File: config.mk
export PLATFORM = sky130hd
export DESIGN_NAME = alu_pipe
export DESIGN_NICKNAME = d
export VERILOG_FILES = /design/src/rtl/alu_pipe.sv
export SDC_FILE = /design/constraint.sdc
export NUM_CORES = 1
export LEC_CHECK = 0
export BUFFER_PORTS_ARGS = -buffer_cell sky130_fd_sc_hd__buf_2
export CELL_PAD_IN_SITES_DETAIL_PLACEMENT = 1
export CELL_PAD_IN_SITES_GLOBAL_PLACEMENT = 2
export CORE_ASPECT_RATIO = 1.4
export CORE_UTILIZATION = 39
export CTS_CLUSTER_DIAMETER = 50
export CTS_CLUSTER_SIZE = 12
export DETAILED_ROUTE_END_ITERATION = 10
export PLACE_DENSITY_LB_ADDON = 0.1
export SYNTH_ARGS = -nofsm -noshare
export SYNTH_HDL_FRONTEND = slang
export SYNTH_SLANG_ARGS = --single-unit
File: constraint.sdc
create_clock -name clk -period 8.35 [get_ports clk]
set_clock_uncertainty 0.1 [all_clocks]
set_input_delay 0.4175 -clock clk [delete_from_list [all_inputs] [get_ports clk]]
set_output_delay 0.4175 -clock clk [all_outputs]
set_load 0.005 [all_outputs]
File: src/rtl/alu_pipe.sv
// Two-stage pipelined ALU with N/Z/C/V flags and valid/ready handshakes on both sides.
// Define ALU_SAT_EN to make ADD/SUB saturate instead of wrapping.
module alu_pipe #(
  parameter int WIDTH = 8
) (
  input  logic             clk,
  input  logic             reset,
  input  logic             in_valid_i,
  output logic             in_ready_o,
  input  logic [WIDTH-1:0] i_a,
  input  logic [WIDTH-1:0] i_b,
  input  logic [2:0]       op_i,
  output logic             out_valid_o,
  input  logic             out_ready_i,
  output logic [WIDTH-1:0] alu_o,
  output logic [3:0]       flags_o
);

  localparam int SHAMT_W = $clog2(WIDTH) + 1;
  localparam int MSB     = WIDTH - 1;
  localparam logic [WIDTH:0] WLIM = (WIDTH+1)'(WIDTH);

  typedef enum logic [2:0] {
    OP_ADD = 3'b000,
    OP_SUB = 3'b001,
    OP_SHL = 3'b010,
    OP_SHR = 3'b011,
    OP_AND = 3'b100,
    OP_OR  = 3'b101,
    OP_XOR = 3'b110,
    OP_EQ  = 3'b111
  } op_e;

  logic             s1_valid;
  op_e              s1_op;
  logic [WIDTH-1:0] s1_a;
  logic [WIDTH-1:0] s1_b;
  logic             s2_valid;

  logic             adv1;
  logic             adv2;
  logic [WIDTH:0]   sum;
  logic [WIDTH:0]   diff;
  logic             b_big;
  logic [WIDTH-1:0] res;
  logic             c_flag;
  logic             v_flag;

  assign adv2        = !s2_valid || out_ready_i;
  assign adv1        = !s1_valid || adv2;
  assign in_ready_o  = adv1 && !reset;
  assign out_valid_o = s2_valid;

  assign sum   = {1'b0, s1_a} + {1'b0, s1_b};
  assign diff  = {1'b0, s1_a} - {1'b0, s1_b};
  assign b_big = ({1'b0, s1_b} >= WLIM);

  always_comb begin
    res    = '0;
    c_flag = 1'b0;
    v_flag = 1'b0;
    unique case (s1_op)
      OP_ADD: begin
        res    = sum[WIDTH-1:0];
        c_flag = sum[WIDTH];
        v_flag = (s1_a[MSB] == s1_b[MSB]) && (sum[MSB] != s1_a[MSB]);
`ifdef ALU_SAT_EN
        if (c_flag) res = '1;
`endif
      end
      OP_SUB: begin
        res    = diff[WIDTH-1:0];
        c_flag = diff[WIDTH];
        v_flag = (s1_a[MSB] != s1_b[MSB]) && (diff[MSB] != s1_a[MSB]);
`ifdef ALU_SAT_EN
        if (c_flag) res = '0;
`endif
      end
      OP_SHL: res = b_big ? '0 : (s1_a << s1_b[SHAMT_W-1:0]);
      OP_SHR: res = b_big ? '0 : (s1_a >> s1_b[SHAMT_W-1:0]);
      OP_AND: res = s1_a & s1_b;
      OP_OR:  res = s1_a | s1_b;
      OP_XOR: res = s1_a ^ s1_b;
      OP_EQ:  res = {{(WIDTH-1){1'b0}}, (s1_a == s1_b)};
    endcase
  end

  // S1 reloads whenever it can pass its contents on; operands are captured only on accept.
  always_ff @(posedge clk or posedge reset) begin
    if (reset) begin
      s1_valid <= 1'b0;
      s1_op    <= OP_ADD;
      s1_a     <= '0;
      s1_b     <= '0;
    end else if (adv1) begin
      s1_valid <= in_valid_i;
      if (in_valid_i) begin
        s1_op <= op_e'(op_i);
        s1_a  <= i_a;
        s1_b  <= i_b;
      end
    end
  end

  always_ff @(posedge clk or posedge reset) begin
    if (reset) begin
      s2_valid <= 1'b0;
      alu_o    <= '0;
      flags_o  <= '0;
    end else if (adv2) begin
      s2_valid <= s1_valid;
      if (s1_valid) begin
        alu_o   <= res;
        flags_o <= {res[MSB], (res == '0), c_flag, v_flag};
      end
    end
  end

endmodule

After elaboration in Yosys (flattened, before gate mapping)
Index checks and enable logic that the tools add are counted.
{ "op_classes": {"magnitude_cmp": 1, "mux": 5, "n_reduce_logical": 12, "shifts": 2, "eq_ne": 12, "addsub": 2, "bitwise_logic": 3} }
{ "ops": {"columns": ["operator", "n"], "rows": [
  ["$pmux 8 s8", 1],
  ["$mux 8", 2],
  ["$eq 3x3->1 const B", 4],
  ["$add 8x8->9", 1],
  ["$sub 8x8->9", 1],
  ["$and 8x8->8", 1],
  ["$eq 8x8->1", 1],
  ["$ge 8x4->1 const B", 1],
  ["$logic_not 8->1", 1],
  ["$or 8x8->8", 1],
  ["$shl 8x4->8", 1],
  ["$shr 8x4->8", 1],
  ["$xor 8x8->8", 1],
  ["$eq 3x2->1 const B", 2],
  ["$pmux 1 s2", 2],
  ["$reduce_and 2->1", 2],
  ["$eq 3x1->1 const B", 1],
  ["$logic_and 1x1->1", 3],
  ["$logic_not 1->1", 3],
  ["$logic_not 3->1", 1],
  ["$ne 1x1->1", 3],
  ["$logic_or 1x1->1", 2],
  ["$eq 1x1->1", 1]
]} }
{ "word_totals": {"reg_bits": 33, "wordCells": 44, "in_bits": 23} }

Longest topological paths before layout
{ "logic_depth": {"word_depth": 4, "depth_mapped": 11, "mapped_depth_nobuf": 10} }

Least setup slack after synthesis
Ideal clock, no wire load.
{ "synth_timing": {"path_type": "reg2reg", "startpoint": "reg s1_b[1]", "endpoint": "reg flags_o[2]", "t_arrival_ns": 2.486, "path_slack_ns": 5.661, "n_path_buf": 2, "stages_incl_launch_ff": 12, "required_time_ns": 8.147, "synth_period_minus_slack_ns": 2.689, "setup_time_ns": 0.103, "path_cell_list": "dfrtp_1 -> buf_6 -> buf_6 -> inv_1 -> ha_1 -> o21bai_1 -> a211oi_1 -> nor2_1 -> o41ai_1 -> mux2i_1 -> a22oi_1 -> o41ai_2"} }
{ "synth_between": {"elab_chain_len": 4, "elab_cells_between_ends": 13, "classes_between": "2 x add/sub; 1 x order compare; 1 x eq/ne; 2 x shift; 3 x mux; 3 x bitwise; 1 x reduce/logical"} }
{ "synth_lines": {"columns": ["item", "line", "source"], "rows": [
  ["from (decl)", "37", "logic [WIDTH-1:0] s1_b;"],
  ["from (signal assigned)", "100", "s1_b <= i_b;"],
  ["$ge 8x4->1, or another cell as far along", "56", "assign b_big = ({1'b0, s1_b} >= WLIM);"],
  ["$mux 8, on equally long branches", "80, 79", null],
  ["$pmux 8 s8 (*)", "62", "unique case (s1_op)"],
  ["$logic_not 8->1 (*)", "114", "flags_o <= {res[MSB], (res == '0), c_flag, v_flag};"],
  ["to (signal assigned)", "114", null],
  ["to (decl)", "16", "output logic [3:0] flags_o"]
]} }
Every way passes the cells marked *; elsewhere a longest branch is shown, timed or not.
A chain may end at the register's enable or synchronous reset.

Final worst setup path
{ "layout_timing": {"startpoint": "reg s1_b[2]", "endpoint": "reg flags_o[2]"} }
Same word-level chain as after synthesis.

==> impl_metrics.ini <==
[clock_tree]
clk_latency_ns = 0.30
cts_buffers = 5
cts_tree = built
cts_htree_levels = 2
cts_resized = 0
cts_num_sinks = 32
path_clk_slew_ns = 0.08
hold_buffers = 0
cts-root-buf = clkbuf_8
cts_buffer_depth = 2
cts_setup_buffers = 0

[floorplanning]
coreArea_um2 = 7750
fp.dieW_um = 77.6
top_level_ports = 37
placementRows = 38
die_h_um = 108
initial_utilization_pct = 40.3
dieArea_um2 = 8370

[finish]
fin_area_um2 = 3370
final_common_cell = buf_2
mostFrequentLayoutCells = buf_2 (36), dfrtp_1 (32), nand2_1 (28)
seq_area_um2 = 801
multiInputGateArea_um2 = 2030
num_antenna_cells = 0
area_growth_syn_to_layout_pct = 7.86
final_nets = 420
fin_util_pct = 43.4
drive_above_1_share_pct = 23.7
num-fill-cells = 920

[timing]
finalSetupTns_ns = 0
final_hold_viol_count = 0
max_freq_mhz = 285
drv_slew = 0
setup_viol = 0
grt_setup_unrepaired = no
final.setup.worst_slack_ns = 4.84
tightest_slew_ns = 0.814
final.min_clock_period_ns = 3.51
min_period_over_period_pct = 42.0
slew_headroom_pct = 45.8

[synth]
yosysUniqueCellTypes = 64
synth_area_um2 = 3120
yosysWarnings = 0
yosys.area.top_type = dfrtp_1
synth_edf_count = 0
synthFlopType = dfrtp_1
synth_cells = 347
synth-async-reset-ratio_pct = 100
synth-seq-area-share_pct = 25.7
ys_seq_elements = 32
synth_top_area_share_pct = 25.7
synth_nets = 397
yosys-top-cells-area = dfrtp_1 (26%), ha_1 (10%), mux2_2 (9.4%), mux2i_1 (4.2%), nand2_1 (3.4%)
synth.avg_cell_area_um2 = 9.00

[pwr]
power.total_mw = 0.745
leakage_nw = 1.53
p_per_area_nw_per_um2 = 221
worst_ir_drop_vdd_uv = 93.3

[setup_path]
cpMaxStageDelayCell = dfrtp_1
worstPathRequired_ns = 8.45
crit_chain = inv_1, ha_1, nor2_1, a211oi_1, nor2_1, o41ai_1, mux2i_1, a22oi_1, o41ai_2
r2r_start = s1_b[2]
critical_path.max_stage_delay_ns = 0.78
reg2reg_slack_ns = 4.84
cp-start-kind = register
crit_arrival_ns = 3.61
crit_path_frequent_cell = nor2_1
worstSetupEndpointType = register
path_buf_inv = 1
crit_path_max_fanout = 22
startpoint = s1_b[2]
crit_type = register to register
critPathTopFamily = compound AO/OA/AOI/OAI gates

[outcome]
outcome = finished clean

[run]
drv_cap = 0

[placed_design]
dp.final_hpwl_mm = 7.19
place_area_um2 = 3260
routabilityCongestion = 0.895
preCtsSetupSlack_ns = 4.86
portBuffers = 36

[global_routing]
grt-ovfl-total = 0
antenna_found_initial = 0
grt_pass1_vias = 2762
grt_pass1_wl_mm = 14.8
grt_max_degree = 30
grt_use_total_pct = 23.7

[routing]
wl_mm = 9.17
vias_per_cell = 5.91
first_iter_violations = 105
drt_pre_antenna_iters = 4
drc = 0
via_count = 2782
ant_nets = 0
avgRoutedWirePerCell_um = 19.5

[hold_path]
hold_path_class = input port to async pin
-- through the flow --
stage / hold WS (ns) / cells
after floorplan: 0.367 / 347
after global placement: 0.352 / 463
after detailed placement: 0.362 / 463
after CTS: 0.0257 / 471
after global routing: 0.0387 / 471
final: 0.00908 / 471
-- per-layer routing --
metal  vias to the layer above  GRT usage, %  part of all wire (%)
li1                       1303             -                     -
met1                      1368          26.6                    41
met2                        79          41.3                    50
met3                        32          3.81                   3.8
met4                         0          15.0                   5.5
met5                         -             0                     0
-- registers in the layout (all words and copies together) (netlist names) --
name	flops
flags_o	3
alu_o	8
out_valid_o	1
s1_valid	1
s1_op	3
s1_a	8
s1_b	8
-- kinds of logic (layout without fill, tap and decap cells) --
| family | count (synthesis) | count (layout) | synth area share [%] |
|---|---|---|---|
| buffers and inverters | 48 | 72 | 9.34 |
| AO/OA/AOI/OAI | 82 | 82 | 17.8 |
| AND/OR/NAND/NOR | 111 | 111 | 18.6 |
| multiplexers | 42 | 42 | 15.8 |
| flip-flops | 32 | 32 | 25.7 |
| XOR/XNOR | 5 | 5 | 1.40 |
| adder cells (fa/ha/maj) | 27 | 27 | 11.3 |
-- cell type report --
type                    count  area share, %
well taps                 100           3.72
inverters                  24           2.68
clock inverters             3           1.26
repair buffers             40           6.24
clock buffers               5           2.04
flip-flops and latches     32           23.8
multi-input cells         267           60.3
-- synthesized netlist by cell type (2+ instances only) --
master / instances
a2bb2oi_1: 2
nor2_1: 21
clkbuf_1: 6
or2_2: 2
and3_1: 2
buf_2: 3
ha_1: 25
nand2b_1: 9
or4_1: 2
nor4b_1: 2
o22ai_1: 8
o31a_1: 2
and2_1: 4
a21o_1: 3
nand3_1: 7
a211oi_1: 4
o21a_1: 2
nor2b_1: 4
buf_4: 4
a31oi_1: 5
a21oi_1: 15
o21ai_0: 15
dfrtp_1: 32
mux2_2: 26
xnor2_1: 3
a22oi_1: 3
clkbuf_8: 4
inv_1: 24
o211ai_1: 2
buf_6: 7
nor4_1: 2
nand4_1: 5
mux4_2: 2
and3_2: 2
nor3b_1: 2
nor3_1: 11
fa_1: 2
xor2_1: 2
o41ai_1: 3
nand2_1: 28
mux2i_1: 13
a311oi_1: 2
o31ai_1: 4
-- where the power goes --
| part | total (mW) | internal (mW) | switching [mW] |
|---|---|---|---|
| logic | 0.352 | 0.160 | 0.192 |
| clock network | 0.156 | 0.0883 | 0.0672 |
| registers | 0.237 | 0.187 | 0.0505 |
-- final timing paths --
check / end / cells after the start
min in group clk: s1_valid / 2
min reg2reg: alu_o[4] / 2
max: flags_o[2] / 9
min: out_valid_o / 2
max in group asynchronous: s1_b[2] / 3
max reg2reg: flags_o[2] / 9
Note: power is estimated with default switching activity, not from simulation.
